**src/rtl/axist_seq_pkg.sv**
```systemverilog
// rtl/axist_seq_pkg.sv - CSR map, sequencer states and fail codes for axist_test_seq
package axist_seq_pkg;

  localparam logic [15:0] ADDR_AXI_CTRL      = 16'h3000;
  localparam logic [15:0] ADDR_TX_PKT_CTRL   = 16'h1000;
  localparam logic [15:0] ADDR_RX_CKR_STS    = 16'h1004;
  localparam logic [15:0] ADDR_LINKUP_SINGLE = 16'h1008;
  localparam logic [15:0] ADDR_DELAY_X       = 16'h2000;
  localparam logic [15:0] ADDR_DELAY_Y       = 16'h2004;
  localparam logic [15:0] ADDR_DELAY_Z       = 16'h2008;
  // Dual-direction map: F2L packet control takes over 0x1008, link-up moves up
  localparam logic [15:0] ADDR_F2L_PKT_CTRL  = 16'h1008;
  localparam logic [15:0] ADDR_RX_F2L_STS    = 16'h100C;
  localparam logic [15:0] ADDR_LINKUP_DUAL   = 16'h1010;

  localparam logic [2:0] FC_PASS      = 3'd0;
  localparam logic [2:0] FC_LINK_TMO  = 3'd1;
  localparam logic [2:0] FC_CHK_TMO   = 3'd2;
  localparam logic [2:0] FC_CHK_FAIL  = 3'd3;
  localparam logic [2:0] FC_ALIGN     = 3'd4;
  localparam logic [2:0] FC_RD_NORESP = 3'd5;

  typedef enum logic [4:0] {
    S_IDLE, S_RST_ON, S_RST_OFF, S_LINK_RD, S_LINK_WAIT, S_LINK_GAP,
    S_WR_DX, S_WR_DY, S_WR_DZ, S_WR_PKT, S_WR_F2L,
    S_CHK_RD, S_CHK_WAIT, S_CHK_RD2, S_CHK_WAIT2, S_CHK_GAP, S_FINISH
  } seq_state_t;

  // Result of a checker status word that already reports done
  function automatic logic [2:0] chk_code(input logic [3:0] sts);
    if (!sts[3])      return FC_ALIGN;
    else if (!sts[0]) return FC_CHK_FAIL;
    else              return FC_PASS;
  endfunction

endpackage

```
**src/rtl/axist_seq_timer.sv**
```systemverilog
// rtl/axist_seq_timer.sv - poll gap down-counter and saturating poll/timeout counter
module axist_seq_timer
  import axist_seq_pkg::*;
#(
  parameter int POLL_GAP = 16,
  parameter int TIMEOUT  = 1024
) (
  input  logic clk,
  input  logic rst_n,
  input  logic gap_load,
  input  logic gap_run,
  input  logic poll_clr,
  input  logic poll_inc,
  output logic gap_expire,
  output logic poll_expire
);

  localparam int GW = $clog2(POLL_GAP + 1);
  localparam int PW = $clog2(TIMEOUT + 1);

  logic [GW-1:0] gap_cnt;
  logic [PW-1:0] poll_cnt;

  always_ff @(posedge clk) begin
    if (!rst_n) begin
      gap_cnt  <= '0;
      poll_cnt <= '0;
    end else begin
      if (gap_load)
        gap_cnt <= GW'(POLL_GAP);
      else if (gap_run && gap_cnt != '0)
        gap_cnt <= gap_cnt - GW'(1);
      // Saturate at TIMEOUT so the counter can never wrap back to "fresh"
      if (poll_clr)
        poll_cnt <= '0;
      else if (poll_inc && poll_cnt != PW'(TIMEOUT))
        poll_cnt <= poll_cnt + PW'(1);
    end
  end

  assign gap_expire  = (gap_cnt == GW'(1));
  assign poll_expire = (poll_cnt == PW'(TIMEOUT));

endmodule

```
**src/rtl/axist_test_seq.sv**
```systemverilog
// rtl/axist_test_seq.sv - autonomous AXIST loopback test sequencer driving the CSR port
// Optional dual-direction checking (F2L generator + second checker) under AXIST_SEQ_DUAL_EN.
module axist_test_seq
  import axist_seq_pkg::*;
#(
  parameter int POLL_GAP = 16,
  parameter int TIMEOUT  = 1024
) (
  input  logic        clk,
  input  logic        rst_n,
  input  logic        start,
  input  logic [31:0] cfg_delay_x,
  input  logic [31:0] cfg_delay_y,
  input  logic [31:0] cfg_delay_z,
  input  logic [31:0] cfg_pkt_ctrl,
`ifdef AXIST_SEQ_DUAL_EN
  input  logic [31:0] cfg_f2l_pkt_ctrl,
`endif
  output logic [15:0] csr_addr,
  output logic        csr_wr_en,
  output logic        csr_rd_en,
  output logic [31:0] csr_wr_data,
  input  logic [31:0] csr_rd_data,
  input  logic        csr_rd_dvalid,
  output logic        busy,
  output logic        done,
  output logic        pass,
  output logic [2:0]  fail_code
);

`ifdef AXIST_SEQ_DUAL_EN
  localparam logic [15:0] ADDR_LINKUP = ADDR_LINKUP_DUAL;
  logic [3:0] sts1_q;
  logic       sts1_load;
`else
  localparam logic [15:0] ADDR_LINKUP = ADDR_LINKUP_SINGLE;
`endif

  seq_state_t state, nxt;
  logic       pass_q;
  logic [2:0] code_q;
  logic       res_load;
  logic [2:0] res_code;
  logic       gap_load, gap_run, poll_clr, poll_inc;
  logic       gap_expire, poll_expire;
  logic       unused_rd;

  assign unused_rd = ^csr_rd_data[31:4];

  axist_seq_timer #(.POLL_GAP(POLL_GAP), .TIMEOUT(TIMEOUT)) u_timer (
    .clk         (clk),
    .rst_n       (rst_n),
    .gap_load    (gap_load),
    .gap_run     (gap_run),
    .poll_clr    (poll_clr),
    .poll_inc    (poll_inc),
    .gap_expire  (gap_expire),
    .poll_expire (poll_expire)
  );

  always_ff @(posedge clk) begin
    if (!rst_n) begin
      state  <= S_IDLE;
      pass_q <= 1'b0;
      code_q <= FC_PASS;
    end else begin
      state <= nxt;
      if (state == S_IDLE && start) begin
        pass_q <= 1'b0;
        code_q <= FC_PASS;
      end else if (res_load) begin
        pass_q <= (res_code == FC_PASS);
        code_q <= res_code;
      end
    end
  end

`ifdef AXIST_SEQ_DUAL_EN
  always_ff @(posedge clk) begin
    if (!rst_n)
      sts1_q <= '0;
    else if (sts1_load)
      sts1_q <= csr_rd_data[3:0];
  end
`endif

  always_comb begin
    nxt         = state;
    csr_addr    = 16'h0;
    csr_wr_en   = 1'b0;
    csr_rd_en   = 1'b0;
    csr_wr_data = 32'h0;
    gap_load    = 1'b0;
    gap_run     = 1'b0;
    poll_clr    = 1'b0;
    poll_inc    = 1'b0;
    res_load    = 1'b0;
    res_code    = FC_PASS;
    done        = 1'b0;
`ifdef AXIST_SEQ_DUAL_EN
    sts1_load   = 1'b0;
`endif
    case (state)
      S_IDLE: if (start) nxt = S_RST_ON;
      S_RST_ON: begin
        csr_addr = ADDR_AXI_CTRL; csr_wr_en = 1'b1; csr_wr_data = 32'h1;
        nxt = S_RST_OFF;
      end
      S_RST_OFF: begin
        csr_addr = ADDR_AXI_CTRL; csr_wr_en = 1'b1;
        poll_clr = 1'b1;
        nxt = S_LINK_RD;
      end
      S_LINK_RD: begin
        csr_addr = ADDR_LINKUP; csr_rd_en = 1'b1; poll_inc = 1'b1;
        nxt = S_LINK_WAIT;
      end
      S_LINK_WAIT: begin
        if (!csr_rd_dvalid) begin
          res_load = 1'b1; res_code = FC_RD_NORESP; nxt = S_FINISH;
        end else if (csr_rd_data[3:0] == 4'hF) begin
          nxt = S_WR_DX;
        end else if (poll_expire) begin
          res_load = 1'b1; res_code = FC_LINK_TMO; nxt = S_FINISH;
        end else begin
          gap_load = 1'b1; nxt = S_LINK_GAP;
        end
      end
      S_LINK_GAP: begin
        gap_run = 1'b1;
        if (gap_expire) nxt = S_LINK_RD;
      end
      S_WR_DX: begin
        csr_addr = ADDR_DELAY_X; csr_wr_en = 1'b1; csr_wr_data = cfg_delay_x;
        nxt = S_WR_DY;
      end
      S_WR_DY: begin
        csr_addr = ADDR_DELAY_Y; csr_wr_en = 1'b1; csr_wr_data = cfg_delay_y;
        nxt = S_WR_DZ;
      end
      S_WR_DZ: begin
        csr_addr = ADDR_DELAY_Z; csr_wr_en = 1'b1; csr_wr_data = cfg_delay_z;
        nxt = S_WR_PKT;
      end
      S_WR_PKT: begin
        csr_addr = ADDR_TX_PKT_CTRL; csr_wr_en = 1'b1;
        csr_wr_data = {cfg_pkt_ctrl[31:1], 1'b1};
        poll_clr = 1'b1;
`ifdef AXIST_SEQ_DUAL_EN
        nxt = S_WR_F2L;
`else
        nxt = S_CHK_RD;
`endif
      end
`ifdef AXIST_SEQ_DUAL_EN
      S_WR_F2L: begin
        csr_addr = ADDR_F2L_PKT_CTRL; csr_wr_en = 1'b1;
        csr_wr_data = {cfg_f2l_pkt_ctrl[31:1], 1'b1};
        poll_clr = 1'b1;
        nxt = S_CHK_RD;
      end
`endif
      S_CHK_RD: begin
        csr_addr = ADDR_RX_CKR_STS; csr_rd_en = 1'b1; poll_inc = 1'b1;
        nxt = S_CHK_WAIT;
      end
`ifdef AXIST_SEQ_DUAL_EN
      S_CHK_WAIT: begin
        if (!csr_rd_dvalid) begin
          res_load = 1'b1; res_code = FC_RD_NORESP; nxt = S_FINISH;
        end else begin
          sts1_load = 1'b1; nxt = S_CHK_RD2;
        end
      end
      S_CHK_RD2: begin
        csr_addr = ADDR_RX_F2L_STS; csr_rd_en = 1'b1;
        nxt = S_CHK_WAIT2;
      end
      S_CHK_WAIT2: begin
        if (!csr_rd_dvalid) begin
          res_load = 1'b1; res_code = FC_RD_NORESP; nxt = S_FINISH;
        end else if (sts1_q[1] && csr_rd_data[1]) begin
          // First checker's verdict wins when both report a problem
          res_load = 1'b1; nxt = S_FINISH;
          res_code = (chk_code(sts1_q) != FC_PASS) ? chk_code(sts1_q)
                                                   : chk_code(csr_rd_data[3:0]);
        end else if (poll_expire) begin
          res_load = 1'b1; res_code = FC_CHK_TMO; nxt = S_FINISH;
        end else begin
          gap_load = 1'b1; nxt = S_CHK_GAP;
        end
      end
`else
      S_CHK_WAIT: begin
        if (!csr_rd_dvalid) begin
          res_load = 1'b1; res_code = FC_RD_NORESP; nxt = S_FINISH;
        end else if (csr_rd_data[1]) begin
          res_load = 1'b1; res_code = chk_code(csr_rd_data[3:0]); nxt = S_FINISH;
        end else if (poll_expire) begin
          res_load = 1'b1; res_code = FC_CHK_TMO; nxt = S_FINISH;
        end else begin
          gap_load = 1'b1; nxt = S_CHK_GAP;
        end
      end
`endif
      S_CHK_GAP: begin
        gap_run = 1'b1;
        if (gap_expire) nxt = S_CHK_RD;
      end
      S_FINISH: begin
        done = 1'b1;
        nxt  = S_IDLE;
      end
      default: nxt = S_IDLE;
    endcase
  end

  assign busy      = (state != S_IDLE);
  assign pass      = pass_q;
  assign fail_code = code_q;

endmodule
```
**config.mk**
```make
export PLATFORM = sky130hd
export DESIGN_NAME = axist_test_seq
export DESIGN_NICKNAME = d
export VERILOG_FILES = /design/src/rtl/axist_seq_pkg.sv /design/src/rtl/axist_seq_timer.sv /design/src/rtl/axist_test_seq.sv
export SDC_FILE = /design/constraint.sdc
export NUM_CORES = 1
export LEC_CHECK = 0
export ABC_AREA = 0
export CAP_MARGIN = 40
export CORE_ASPECT_RATIO = 1.2
export CORE_MARGIN = 2
export CORE_UTILIZATION = 29
export CTS_CLUSTER_DIAMETER = 60
export CTS_CLUSTER_SIZE = 14
export DETAILED_ROUTE_END_ITERATION = 10
export HOLD_SLACK_MARGIN = 0.15
export PLACE_DENSITY = 0.79
export SYNTH_ARGS = -nofsm -noshare
export SYNTH_HDL_FRONTEND = slang
export SYNTH_SLANG_ARGS = --single-unit
```
**constraint.sdc**
```tcl
create_clock -name clk -period 1.9 [get_ports clk]
set_clock_uncertainty 0.05 [all_clocks]
set_input_delay 0.38 -clock clk [delete_from_list [all_inputs] [get_ports clk]]
set_output_delay 0.38 -clock clk [all_outputs]
set_load 0.02 [all_outputs]
```
# Yosys cells after proc, flatten, opt, wreduce, memory -nomap -nowiden
# Index checks and enable logic that the tools add are counted.
# word_totals
regBits	25
out_inout_bits	56
elab_cells	86
in_bits	164
# classes
n_addsub	2
n_reduce_logical	17
eq_ne	20
bitwise	1
muxes	40
# ops
op	n
32-bit case mux with 5 select lines	1
14-bit case mux with 7 select lines	1
5-bit case mux with 13 select lines	1
5-bit two-way mux	11
5-bit by 4-bit equality test with 1-bit output (second input constant)	5
5-bit by 3-bit equality test with 1-bit output (second input constant)	4
1-bit two-way mux	17
2-bit OR reduction	7
3-bit two-way mux	4
11-bit by 1-bit adder with 11-bit output (second input constant)	1
11-bit equality test (second input constant)	1
11-bit != test (second input constant)	1
5-bit by 1-bit equality test with 1-bit output (second input constant)	2
5-bit by 2-bit equality test with 1-bit output (second input constant)	2
5-bit nonzero test	2
2-bit != test (second input constant)	3
3-bit case mux with 2 select lines	1
6-bit OR reduction	1
5-bit equality test (second input constant)	1
5-bit logical NOT	1
5-bit by 1-bit subtractor with 5-bit output (second input constant)	1
4-bit equality test (second input constant)	1
2-bit two-way mux	2
1-bit case mux with 2 select lines	2
5 further kinds	7

# Logic depth before layout (Yosys ltp)
# Gate-level depths: netlist (run 1).
# depth
depth_word	6
mapped_depth	8
depth_no_buf	7

# Hierarchy
# A second synthesis (run 1) with hierarchy kept.
# hier_totals
hier_cells	349
hier_area_um2	2537.4
# by_module_without_submodules
mod	n_inst	cells_per_inst	area_each_um2	seq_area_each_um2
axist_test_seq	1	245	1652.8	180.2
axist_seq_timer	1	104	884.6	320.3

# Least setup slack after synthesis (run 1)
# Ideal clock, no wire load.
# synth_path
path_kind	register -> output
start	register state[0]
end	output csr_wr_data[20]
path_stages_with_launch	8
arrival_time_ps	1619
slack_ps	-149
required_ps	1470
n_path_buf	3
path_cell_list	dfxtp_1 > buf_2 > nor3_1 > nor2b_1 > clkbuf_1 > buf_2 > a22o_1 > a221o_1
# synth_via
elab_chain_cells	2
elab_cells_between_ends	6
classes_between	eq/ne: 5; mux: 1
# synth_rtl
item	line	source
start: declaration	axist_test_seq.sv:39	seq_state_t state, nxt;
start signal: assignment	axist_test_seq.sv:67	state <= nxt;
5-bit by 4-bit equality test with 1-bit output, or another cell as far along	axist_test_seq.sv:103	case (state)
32-bit case mux with 5 select lines *	axist_test_seq.sv:103	
end: declaration	axist_test_seq.sv:22	output logic [31:0] csr_wr_data,
# Every way passes the cells marked *; elsewhere a longest branch is shown, timed or not.

# Worst setup path after layout (run 1)
# layout_path
start	register state[4]
end	output csr_wr_data[21]
# The elaborated chain is that of the path after synthesis.

==> impl_results.md, run 1 <==
* Critical Path Source: state[4]
* Clock-pin slew reported for the worst setup and hold paths after clock tree synthesis at 0.09 ns
* Ys flop type: sky130_fd_sc_hd__dfxtp_1
* Number of antenna violations at the first check in global routing at 3
* Wirelength, routed at around 12000 um
* Arr. time, crit path at around 1.8 ns
* Clock network fraction of total power at between 10% and 20%
* Minimum setup slack in the final design at -0.371 ns
* Half-perimeter wire length after detailed placement at around 9100 um
* Placed Cells incl. Taps at 619
* Power per unit of standard cell area at roughly 570 nW/um^2
* Number of maximum-capacitance violations at 0
* Via-to-Cell Ratio at between 5 and 6
* CP max-delay cell: sky130_fd_sc_hd__dfxtp_4
* Startpoint type of the worst setup path: register
* CP endpoint kind: primary output
* Cell at the root of the clock tree: sky130_fd_sc_hd__clkbuf_8
* Port Buffer Count at 178
* Area grow syn2layout at 113%
* Origin of the worst min-delay path: pass
* Remaining antenna violation count after routing at 0
* Kind of critical path: register to primary output
* RSZ-0062 raised after global routing: yes
* Unique masters post-synth at 55
* Required time of the critical path at 1.47 ns
* VDD IR-drop max at about 0.36 mV
* Sequential fraction of the synthesis area at 20.5%
* Net count reported at finish at approximately 700
* Reg-to-reg startpoint: state[4]
* Period utilisation layout at 120%
* Via Count at around 3400
* Instance count of the mapped netlist at a little over 300
* Net switching component of the power at around 1.2 mW
* Mean instance size in the synthesized netlist at about 8 sq um
* Count of synthesis-stage warnings from yosys at 0
* DIE WIDTH at ~88 um
* Upper clock frequency limit at 0.440 GHz
* Combinational share of power at around 70%
* Number of detailed-route iterations in the first pass at 4
* Max-slew violation count at 0
* DRC marker count from the first detailed-route iteration at 175
* Die footprint at around 9200 sq um
* Met2 demand-to-capacity share in global routing at a little over two fifths
* Residual overflow from global routing at 0
* CP peak stage delay at approximately 0.37 ns
* EDFF count, synth at 0
* Result of the run: finished, violations left
* Cell breakdown of the critical path: nand2b_4 > nor3_4 > buf_4 > a22o_1 > a221o_1 > clkdlybuf4s15_2
* GRT Total Usage at 24.6%
* Number of CTS-inserted buffers at 3
* Final setup violation count at 44
* Total Neg Setup Slack at -10.27 ns
* Commonest cells in the netlist: sky130_fd_sc_hd__a221o_1, sky130_fd_sc_hd__a22o_1, sky130_fd_sc_hd__nor2_1
* Most heavily used metal layer in global routing: met2
* CTS Buffer Depth at 2
* Height of the die at approximately 100 um
* Final hold violation count at 0
* Switching portion of total power at 40.0%
* Reported leakage power at approximately 2.1 nW
* Cell with the most instances after synthesis: sky130_fd_sc_hd__a221o_1
* Final std cells w/o fill at 648
* Share of post-route cells with drive strength above 1 at between 30% and 40%
* Clock Latency Late Sink at approximately 0.27 ns
* Flops & latches, synth at 25
* Post-Layout Inst Area at between 5000 and 6000 sq um
* Netlist Area Pre-Place at ~2400 sq um
* Synth area leaders: sky130_fd_sc_hd__dfxtp_1, sky130_fd_sc_hd__a221o_1, sky130_fd_sc_hd__a22o_1
* Tightest Hold Check Type: register to register
* Via count of the first global-routing pass at 3324
* Instance area after placement at between 4000 and 5000 sq um
* Max H-tree Level at 1
* Clk sink count at 25
* CTS tree: done
* Area of the core at roughly 8200 sq um
* Worst hold-check slack at 0.435 ns
* Drt wl/cell at around 19 um
* Part of the power in registers at 20.8%
* Most area-hungry cell type in the Yosys netlist: sky130_fd_sc_hd__dfxtp_1
* Largest net degree at the start of global routing at 21
* Count of hold-fix buffers inserted at cts at 0
* Max FO, Critical Path at 8
* Global-route wire length before repair at 17600 um
* Effective utilization at floorplan at between 20 and 30%
* Global routing usage on met1 at 26.8%
* Fraction of registers with async set or reset after synthesis at 0%
* Routing usage on met3 at between 10% and 20%
* Area share of the leading cell type in the synthesized netlist at roughly a fifth
* Weighted congestion reported at the end of routability-driven placement at approximately 0.9
* Failing checks: setup timing
* Tmin final at 2.27 ns
* Internal Pwr Total at around 1.8 mW
* Count of unresolved DRC violations after routing at 0
* Fillers at 651
* Ports at 220
* Share of the core filled with cells at 63.7%
* Total number of placement rows at 36
worst max-delay path: cells and delay by family (launching register included):
kind,cells,cell delay (ns)
flip-flops,1,0.37
AND/OR/NAND/NOR,2,0.44
buffers and inverters,2,0.48
AO/OA/AOI/OAI,2,0.27
power groups by stage:
stage / registers (mW) / logic (mW) / clock network [mW]
floorplan: 0.609 / 0.885 / 0
global placement: 0.605 / 1.74 / 0
detailed placement: 0.605 / 1.76 / 0
CTS: 0.606 / 1.89 / 0.329
global route: 0.618 / 2.14 / 0.345
finish: 0.615 / 2.02 / 0.321
layout make-up:
type                       count  area [sq um]  area share, %
tap                          114           143           2.75
antenna                        2          5.00         0.0964
inverter                      11          46.3          0.892
timing repair buffer         250          2520           48.5
sequential                    25           515           9.93
multi-input combinational    242          1920           36.9
clock buffer                   4          45.0          0.868
worst paths after layout:
kind | end | slack [ns] | cells past startpoint
min | pass | 0.44 | 2
max | csr_wr_data[21] | -0.37 | 6
min reg2reg | pass | 0.44 | 2
max reg2reg | u_timer.poll_cnt[10] | -0.11 | 9
repair_timing:
action                                  in CTS  in global routing
buffers inserted                            14                 14
gates resized for setup                    191                 63
gates cloned                                 2                  0
pin swaps                                   18                 45
endpoints found under the setup margin      48                 58
placed cells by master, fill, tap and decap left out, types with 10 or more instances in the layout:
cell and n:
sky130_fd_sc_hd__buf_4 47, sky130_fd_sc_hd__dfxtp_1 19, sky130_fd_sc_hd__clkdlybuf4s50_1 138, sky130_fd_sc_hd__conb_1 12, sky130_fd_sc_hd__nor2_1 25, sky130_fd_sc_hd__inv_1 10
sky130_fd_sc_hd__buf_6 52, sky130_fd_sc_hd__o21ai_0 10, sky130_fd_sc_hd__nand2_1 19, sky130_fd_sc_hd__a221o_1 31, sky130_fd_sc_hd__xnor2_1 11, sky130_fd_sc_hd__a22o_1 27
sequential cells by signal, indices dropped and copies added, names as in the netlist:
signal,count
state,5
pass,1
fail_code,3
u_timer.gap_cnt,5
u_timer.poll_cnt,11
cells by family (layout without fill, tap and decap cells):
kind of cell	after synthesis	in the layout	synth area share [%]
multiplexers	2	2	0.822
buffers and inverters	48	265	10.3
XOR/XNOR	15	15	5.39
flip-flops	25	25	20.5
adder cells (fa/ha/maj)	5	5	2.57
other	1	14	0.154
AND/OR/NAND/NOR	102	102	24.1
AO/OA/AOI/OAI	106	106	36.1
per-layer routing:
layer / up-vias / share of wire (%)
met5: - / 0.098
met4: 2 / 1.4
met3: 17 / 15
met2: 173 / 48
met1: 1628 / 35
li1: 1598 / -
stage by stage:
step,power (mW),setup WS [ns]
global route,3.10,-0.413
floorplan,1.49,-0.00648
finish,2.95,-0.371
global placement,2.35,-0.428
CTS,2.83,-0.361
detailed placement,2.36,-0.415
Note: power is estimated with default switching activity, not from simulation.
==> run 2: changes to the inputs <==
CTS_CLUSTER_SIZE = 24   (was 14)
==> results of run 2 <==
Final layout, timing and power as in run 1 (identical DEF).
==> run 3: changes to the inputs <==
CTS_CLUSTER_SIZE = 40   (was 24)
==> results of run 3 <==
Final layout, timing and power as in run 1 (identical DEF).
